<file path="config.mk">
export PLATFORM = sky130hd
export DESIGN_NAME = vehicle_sensor_conditioner
export DESIGN_NICKNAME = d
export VERILOG_FILES = /design/src/rtl/traffic_pkg.sv /design/src/rtl/sensor_channel.sv /design/src/rtl/vehicle_sensor_conditioner.sv
export SDC_FILE = /design/constraint.sdc
export NUM_CORES = 1
export LEC_CHECK = 0
export ABC_AREA = 1
export ABC_CLOCK_PERIOD_IN_PS = 1700
export BUFFER_PORTS_ARGS = -buffer_cell sky130_fd_sc_hd__buf_2
export CAP_MARGIN = 20
export CORE_ASPECT_RATIO = 1.2
export CORE_UTILIZATION = 45
export CTS_BUF_LIST = sky130_fd_sc_hd__clkbuf_2 sky130_fd_sc_hd__clkbuf_4 sky130_fd_sc_hd__clkbuf_8
export CTS_CLUSTER_SIZE = 10
export DETAILED_ROUTE_END_ITERATION = 12
export SYNTH_ARGS = -nofsm -noshare
export SYNTH_HDL_FRONTEND = slang
export SYNTH_SLANG_ARGS = --single-unit
</file>
<file path="constraint.sdc">
create_clock -name clk -period 1.7 [get_ports clk]
set_input_delay 0.085 -clock clk [delete_from_list [all_inputs] [get_ports clk]]
set_output_delay 0.085 -clock clk [all_outputs]
set_load 0.02 [all_outputs]
</file>
<file path="src/rtl/traffic_pkg.sv">
// Shared defaults for the traffic-controller front end.
// Sensor conditioning and the controller pace themselves from these constants.
package traffic_pkg;
  localparam int SYNC_DEFAULT     = 2;
  localparam int DEBOUNCE_DEFAULT = 16;
  localparam int TICK_DIV_DEFAULT = 50_000_000;
  localparam int STUCK_DEFAULT    = 120;
endpackage

</file>
<file path="src/rtl/sensor_channel.sv">
// One street's detector path: synchronizer, debouncer, call latch and stuck-high detector.
// The tick input paces the stuck counter.
module sensor_channel
  import traffic_pkg::*;
#(
  parameter int SYNC_STAGES     = SYNC_DEFAULT,
  parameter int DEBOUNCE_CYCLES = DEBOUNCE_DEFAULT,
  parameter int STUCK_TICKS     = STUCK_DEFAULT
) (
  input  logic clk,
  input  logic rst,
  input  logic raw,
  input  logic green,
  input  logic tick,
  output logic call,
  output logic fault
);
  localparam int DW = $clog2(DEBOUNCE_CYCLES + 1);
  localparam int SW = $clog2(STUCK_TICKS + 1);
  localparam logic [DW-1:0] DCNT_LAST = DW'(DEBOUNCE_CYCLES - 1);
  localparam logic [SW-1:0] SCNT_MAX  = SW'(STUCK_TICKS);

  logic [SYNC_STAGES-1:0] sync_q;
  logic                   sync_lvl;
  logic                   deb;
  logic                   deb_next;
  logic [DW-1:0]          dcnt;
  logic [DW-1:0]          dcnt_next;
  logic [SW-1:0]          scnt;
  logic [SW-1:0]          scnt_next;
  logic                   fault_next;

  assign sync_lvl = sync_q[SYNC_STAGES-1];

  // Metastability shift register for the asynchronous loop input.
  always_ff @(posedge clk or negedge rst) begin
    if (!rst) begin
      sync_q <= '0;
    end else begin
      sync_q <= {sync_q[SYNC_STAGES-2:0], raw};
    end
  end

  // Debounce: any agreeing sample restarts the disagreement run.
  always_comb begin
    deb_next  = deb;
    dcnt_next = '0;
    if (sync_lvl == deb) begin
      dcnt_next = '0;
    end else if (dcnt == DCNT_LAST) begin
      deb_next  = sync_lvl;
      dcnt_next = '0;
    end else begin
      dcnt_next = dcnt + DW'(1);
    end
  end

  // Stuck detector counts ticks only while the debounced level was already high.
  always_comb begin
    scnt_next  = scnt;
    fault_next = fault;
    if (!deb) begin
      scnt_next  = '0;
      fault_next = 1'b0;
    end else begin
      if (tick && (scnt != SCNT_MAX)) begin
        scnt_next = scnt + SW'(1);
      end else begin
        scnt_next = scnt;
      end
      fault_next = fault | (scnt_next == SCNT_MAX);
    end
  end

  // Channel state; the call latch lets a present vehicle win over its own green.
  always_ff @(posedge clk or negedge rst) begin
    if (!rst) begin
      deb   <= 1'b0;
      dcnt  <= '0;
      scnt  <= '0;
      fault <= 1'b0;
      call  <= 1'b0;
    end else begin
      deb   <= deb_next;
      dcnt  <= dcnt_next;
      scnt  <= scnt_next;
      fault <= fault_next;
      call  <= deb | (call & ~green);
    end
  end
endmodule

</file>
<file path="src/rtl/vehicle_sensor_conditioner.sv">
// Front end for the traffic light controller: conditions both street detectors
// and generates the free-running step tick.
module vehicle_sensor_conditioner
  import traffic_pkg::*;
#(
  parameter int SYNC_STAGES     = SYNC_DEFAULT,
  parameter int DEBOUNCE_CYCLES = DEBOUNCE_DEFAULT,
  parameter int TICK_DIV        = TICK_DIV_DEFAULT,
  parameter int STUCK_TICKS     = STUCK_DEFAULT
) (
  input  logic clk,
  input  logic rst,
  input  logic raw_a,
  input  logic raw_b,
  input  logic green_a,
  input  logic green_b,
  output logic sa,
  output logic sb,
  output logic tick,
  output logic fault_a,
  output logic fault_b
);
  localparam int TW = $clog2(TICK_DIV);
  localparam logic [TW-1:0] TCNT_LAST = TW'(TICK_DIV - 1);

  logic [TW-1:0] tcnt;

  // Tick divider; the pulse is registered so it follows the terminal count by one cycle.
  always_ff @(posedge clk or negedge rst) begin
    if (!rst) begin
      tcnt <= '0;
      tick <= 1'b0;
    end else begin
      tick <= (tcnt == TCNT_LAST);
      if (tcnt == TCNT_LAST) begin
        tcnt <= '0;
      end else begin
        tcnt <= tcnt + TW'(1);
      end
    end
  end

  sensor_channel #(
    .SYNC_STAGES    (SYNC_STAGES),
    .DEBOUNCE_CYCLES(DEBOUNCE_CYCLES),
    .STUCK_TICKS    (STUCK_TICKS)
  ) u_chan_a (
    .clk  (clk),
    .rst  (rst),
    .raw  (raw_a),
    .green(green_a),
    .tick (tick),
    .call (sa),
    .fault(fault_a)
  );

  sensor_channel #(
    .SYNC_STAGES    (SYNC_STAGES),
    .DEBOUNCE_CYCLES(DEBOUNCE_CYCLES),
    .STUCK_TICKS    (STUCK_TICKS)
  ) u_chan_b (
    .clk  (clk),
    .rst  (rst),
    .raw  (raw_b),
    .green(green_b),
    .tick (tick),
    .call (sb),
    .fault(fault_b)
  );
endmodule
</file>
==> metrics.txt <==
# TYPE chip_impl_metric gauge
chip_impl_info{name="run_status",value="complete, no violations"} 1
chip_impl_info{name="critPathSlowestCell",value="sky130_fd_sc_hd__dfrtp_1"} 1
chip_impl_metric{name="ys_seq_area_frac",unit=""} 0.472
chip_impl_metric{name="core_box_area",unit="sq mm"} 0.00690
chip_impl_metric{name="p_int",unit="uW"} 2240
chip_impl_metric{name="share_of_cells_above_drive_strength_1",unit=""} 0.200
chip_impl_info{name="timing.hold.worst.class",value="primary input to async pin"} 1
chip_impl_metric{name="die_height",unit="microns"} 94.9
chip_impl_metric{name="io_buf_count",unit=""} 10
chip_impl_metric{name="cell_count_after_synthesis",unit=""} 396
chip_impl_metric{name="finClkSkew",unit="ns"} 0.00620
chip_impl_metric{name="finalInstanceArea",unit="sq mm"} 0.00378
chip_impl_metric{name="grt_util_all_layers",unit=""} 0.194
chip_impl_metric{name="cellPowerDensity",unit="mW/mm^2"} 749
chip_impl_metric{name="sw_frac_of_total",unit=""} 0.209
chip_impl_metric{name="dr.pass1.iters",unit=""} 4
chip_impl_metric{name="die_w",unit="microns"} 79.4
chip_impl_metric{name="critPathMaxFanout",unit=""} 4
chip_impl_metric{name="relSlewSlack",unit=""} 0.759
chip_impl_metric{name="grt_pass1_vias",unit=""} 2468
chip_impl_metric{name="cts_made_buffers",unit=""} 9
chip_impl_metric{name="rows",unit=""} 33
chip_impl_metric{name="die_area",unit="sq mm"} 0.00753
chip_impl_metric{name="final-max-slew-violation-count",unit=""} 0
chip_impl_metric{name="drt-total-wl",unit="microns"} 6420
chip_impl_metric{name="worst_ep_arrival_time",unit="ns"} 1.83
chip_impl_metric{name="clkSinkCount",unit=""} 61
chip_impl_metric{name="tns",unit="ns"} 0
chip_impl_metric{name="start_util",unit=""} 0.469
chip_impl_metric{name="setup_viol",unit=""} 0
chip_impl_metric{name="netlist_area",unit="sq mm"} 0.00323
chip_impl_metric{name="placed_cell_area",unit="sq mm"} 0.00343
chip_impl_metric{name="area_growth",unit="%"} 16.8
chip_impl_info{name="netlist_top_cells_area",value="sky130_fd_sc_hd__dfrtp_1, sky130_fd_sc_hd__nand2_1, sky130_fd_sc_hd__nor2_1"} 1
chip_impl_metric{name="final_cell_count_without_fillers",unit=""} 522
chip_impl_info{name="worstPathCellList",value="ha_2 > nand2_2 > nor2_4 > inv_2 > nor2_4 > nand2_4 > nor4_4 > xor2_1 > inv_1"} 1
chip_impl_metric{name="vias",unit=""} 2585
chip_impl_metric{name="cts.clk_slew.worst_paths",unit="ns"} 0.07
chip_impl_info{name="cp-end-kind",value="flop"} 1
chip_impl_metric{name="first_pass_grt_wire_length",unit="microns"} 11000
chip_impl_metric{name="reg2reg_depth",unit=""} 9
chip_impl_metric{name="fin_crit",unit="ns"} 1.61
chip_impl_metric{name="drtIter0Drc",unit=""} 119
chip_impl_metric{name="clk_path_buf_depth",unit=""} 2
chip_impl_metric{name="insertion_delay",unit="ns"} 0.33
chip_impl_metric{name="final_min_period_over_clock_period",unit=""} 0.947
chip_impl_info{name="tritoncts",value="done"} 1
chip_impl_metric{name="worst_margin_slew",unit="ns"} 0.359
chip_impl_metric{name="drtAntennaViolNets",unit=""} 0
chip_impl_metric{name="vias_per_cell",unit=""} 4.95
chip_impl_info{name="setup.worst_path.start_class",value="flop"} 1
chip_impl_metric{name="place_hpwl",unit="microns"} 4640
chip_impl_info{name="crit_top_cell",value="sky130_fd_sc_hd__nor2_4"} 1
chip_impl_metric{name="worst_path_largest_cell_delay",unit="ns"} 0.37
chip_impl_metric{name="hold_slack",unit="ns"} 0.288
chip_impl_info{name="ys_dominant_reg_cell",value="sky130_fd_sc_hd__dfrtp_1"} 1
chip_impl_metric{name="postSynthNetCount",unit=""} 409
chip_impl_metric{name="synth_edf_count",unit=""} 0
chip_impl_metric{name="seq_power_share",unit=""} 0.522
chip_impl_metric{name="final_net_count",unit=""} 444
chip_impl_metric{name="clock_share_of_power",unit=""} 0.452
chip_impl_metric{name="worstPathRequired",unit="ns"} 1.92
chip_impl_metric{name="grt_start_max_net_pins",unit=""} 62
chip_impl_info{name="worst-setup-path-type",value="flop to flop"} 1
chip_impl_metric{name="number_of_placed_i_o_pins",unit=""} 11
chip_impl_metric{name="ys_async_sr_fraction",unit=""} 1.00
chip_impl_metric{name="maximum_operating_frequency",unit="MHz"} 621
chip_impl_metric{name="routedWlPerCell",unit="microns"} 12.3
chip_impl_metric{name="number_of_warnings_issued_by_yosys",unit=""} 0
chip_impl_metric{name="synth_cell_type_count",unit=""} 32
chip_impl_metric{name="synthDominantCellAreaShare",unit=""} 0.472
chip_impl_metric{name="htree_levels",unit=""} 3
chip_impl_metric{name="hold_viol_final",unit=""} 0
chip_impl_metric{name="worst_ir_drop_vdd",unit="mV"} 0.472
chip_impl_metric{name="gpl.final_weighted_congestion",unit=""} 0.905
chip_impl_info{name="clockRootBuffer",value="sky130_fd_sc_hd__clkbuf_8"} 1
chip_impl_metric{name="grt_util_met2",unit=""} 0.308
chip_impl_metric{name="grt_remaining_overflow",unit=""} 0
chip_impl_metric{name="p_leak",unit="uW"} 0.00184
chip_impl_metric{name="synthesis.area_per_instance",unit="sq um"} 8.17
chip_impl_info{name="rsz0062_at_grt",value="true"} 1
chip_impl_metric{name="drc",unit=""} 0
chip_impl_metric{name="initial_antenna_violation_count",unit=""} 0
chip_impl_metric{name="grt.met3_usage",unit=""} 0.0522
chip_impl_metric{name="p_sw",unit="uW"} 591
chip_impl_info{name="synth_top_cell_by_area",value="sky130_fd_sc_hd__dfrtp_1"} 1
chip_impl_metric{name="total_power",unit="uW"} 2830
chip_impl_metric{name="grtUsageMet1",unit=""} 0.238
chip_impl_metric{name="post-place-cells",unit=""} 496
chip_impl_info{name="globalRoute.busiestLayer",value="met2"} 1
chip_impl_metric{name="ys_seq_elements",unit=""} 61
chip_impl_metric{name="share_comb_of_total_power",unit=""} 0.025
chip_impl_metric{name="antennaDiodeCount",unit=""} 0
chip_impl_metric{name="max_cap_violations",unit=""} 0
[Yosys cell counts, types with 3 or more instances]
master / n
sky130_fd_sc_hd__ha_1: 7
sky130_fd_sc_hd__nor2_1: 57
sky130_fd_sc_hd__nand3_1: 21
sky130_fd_sc_hd__inv_1: 46
sky130_fd_sc_hd__nor2_2: 6
sky130_fd_sc_hd__xor2_1: 19
sky130_fd_sc_hd__o21ai_0: 6
sky130_fd_sc_hd__nand2_1: 92
sky130_fd_sc_hd__nand4_1: 6
sky130_fd_sc_hd__xnor2_1: 4
sky130_fd_sc_hd__dfrtp_1: 61
sky130_fd_sc_hd__nand2_2: 6
sky130_fd_sc_hd__nor3_1: 14
sky130_fd_sc_hd__a21oi_1: 12
sky130_fd_sc_hd__nor2_4: 3
sky130_fd_sc_hd__inv_2: 9
[layer usage]
layer	vias to the layer above	share of wire
met5	-	0
met4	0	0.031
met3	14	0.021
met2	42	0.47
met1	1206	0.47
li1	1323	-
[metrics by stage]
stage	util	setup WS (ns)
6_report	0.548	0.0907
5_1_grt	0.548	-0.0203
4_1_cts	0.533	0.0607
3_5_place_dp	0.497	0.0722
3_3_place_gp	0.497	0.116
2_1_floorplan	-	0.231
[kinds of logic (layout without fill, tap and decap cells)]
logic type      count (synthesis)  after routing  share of synthesized area
compound gates                 25             25                     0.0433
xor+xnor                       23             23                     0.0623
fa+ha+maj                       7              7                     0.0271
buf+inv                        59             98                     0.0700
flops                          61             61                      0.472
simple gates                  221            221                      0.325
[sequential cells by signal, summed over array words and instances (netlist names)]
register         flops
tcnt                26
tick                 1
u_chan_a.call        1
u_chan_a.dcnt        5
u_chan_a.deb         1
u_chan_a.fault       1
u_chan_a.scnt        7
u_chan_a.sync_q      2
u_chan_b.call        1
u_chan_b.dcnt        5
u_chan_b.deb         1
u_chan_b.fault       1
u_chan_b.scnt        7
u_chan_b.sync_q      2
[layout make-up]
| class | instances | area, sq um |
|---|---|---|
| Fill cell | 652 | 3120 |
| Multi-Input combinational cell | 276 | 1530 |
| Sequential cell | 61 | 1530 |
| Inverter | 59 | 229 |
| Timing Repair Buffer | 24 | 180 |
| Clock buffer | 11 | 151 |
| Tap cell | 87 | 109 |
| Clock inverter | 4 | 47.5 |
[worst max-delay path: cells and delay by family (launching register included)]
kind | cells | cell delay, ns
simple gates | 5 | 0.62
fa+ha+maj | 1 | 0.20
xor+xnor | 1 | 0.19
flops | 1 | 0.37
buf+inv | 2 | 0.12
[repair_timing]
| item | CTS | global route |
|---|---|---|
| setup buffers | 0 | 6 |
| setup endpoints to repair | 0 | 8 |
| hold endpoints to repair | 65 | 0 |
| resized for setup | 0 | 18 |
| hold buffers | 5 | 0 |
[power groups by stage]
stage                     clock network, uW  registers (uW)  logic, uW
after floorplan                           0            1500       20.7
after global routing                   1400            1480       86.4
after global placement                    0            1500       65.4
after CTS                              1350            1480       75.8
after detailed placement                  0            1510       66.7
final                                  1280            1480       72.2
[placed cells by master (no fill, tap or decap), drive strengths merged]
cell type / n
ha: 7
xnor2: 4
xor2: 19
and3: 2
nor3: 17
dlygate4sd3: 5
nor2: 66
buf: 19
nand3: 23
inv: 57
nand3b: 2
clkinv: 4
dfrtp: 61
o21a: 2
nand2: 100
bufinv: 1
clkbuf: 11
o21ai: 7
a31oi: 2
a21oi: 14
nor4: 3
clkinvlp: 1
nand4: 8
[final timing paths]
path / start / endpoint / slack (ns)
max: tcnt[0] / tcnt[18] / 0.09
min: rst / u_chan_b.scnt[3] / 0.29
max reg2reg: tcnt[0] / tcnt[18] / 0.09
min reg2reg: u_chan_b.sync_q[0] / u_chan_b.sync_q[1] / 0.34
max in group asynchronous: rst / u_chan_a.sync_q[0] / 1.14
min in group clk: u_chan_b.sync_q[0] / u_chan_b.sync_q[1] / 0.34
Note: power is estimated with default switching activity, not from simulation.
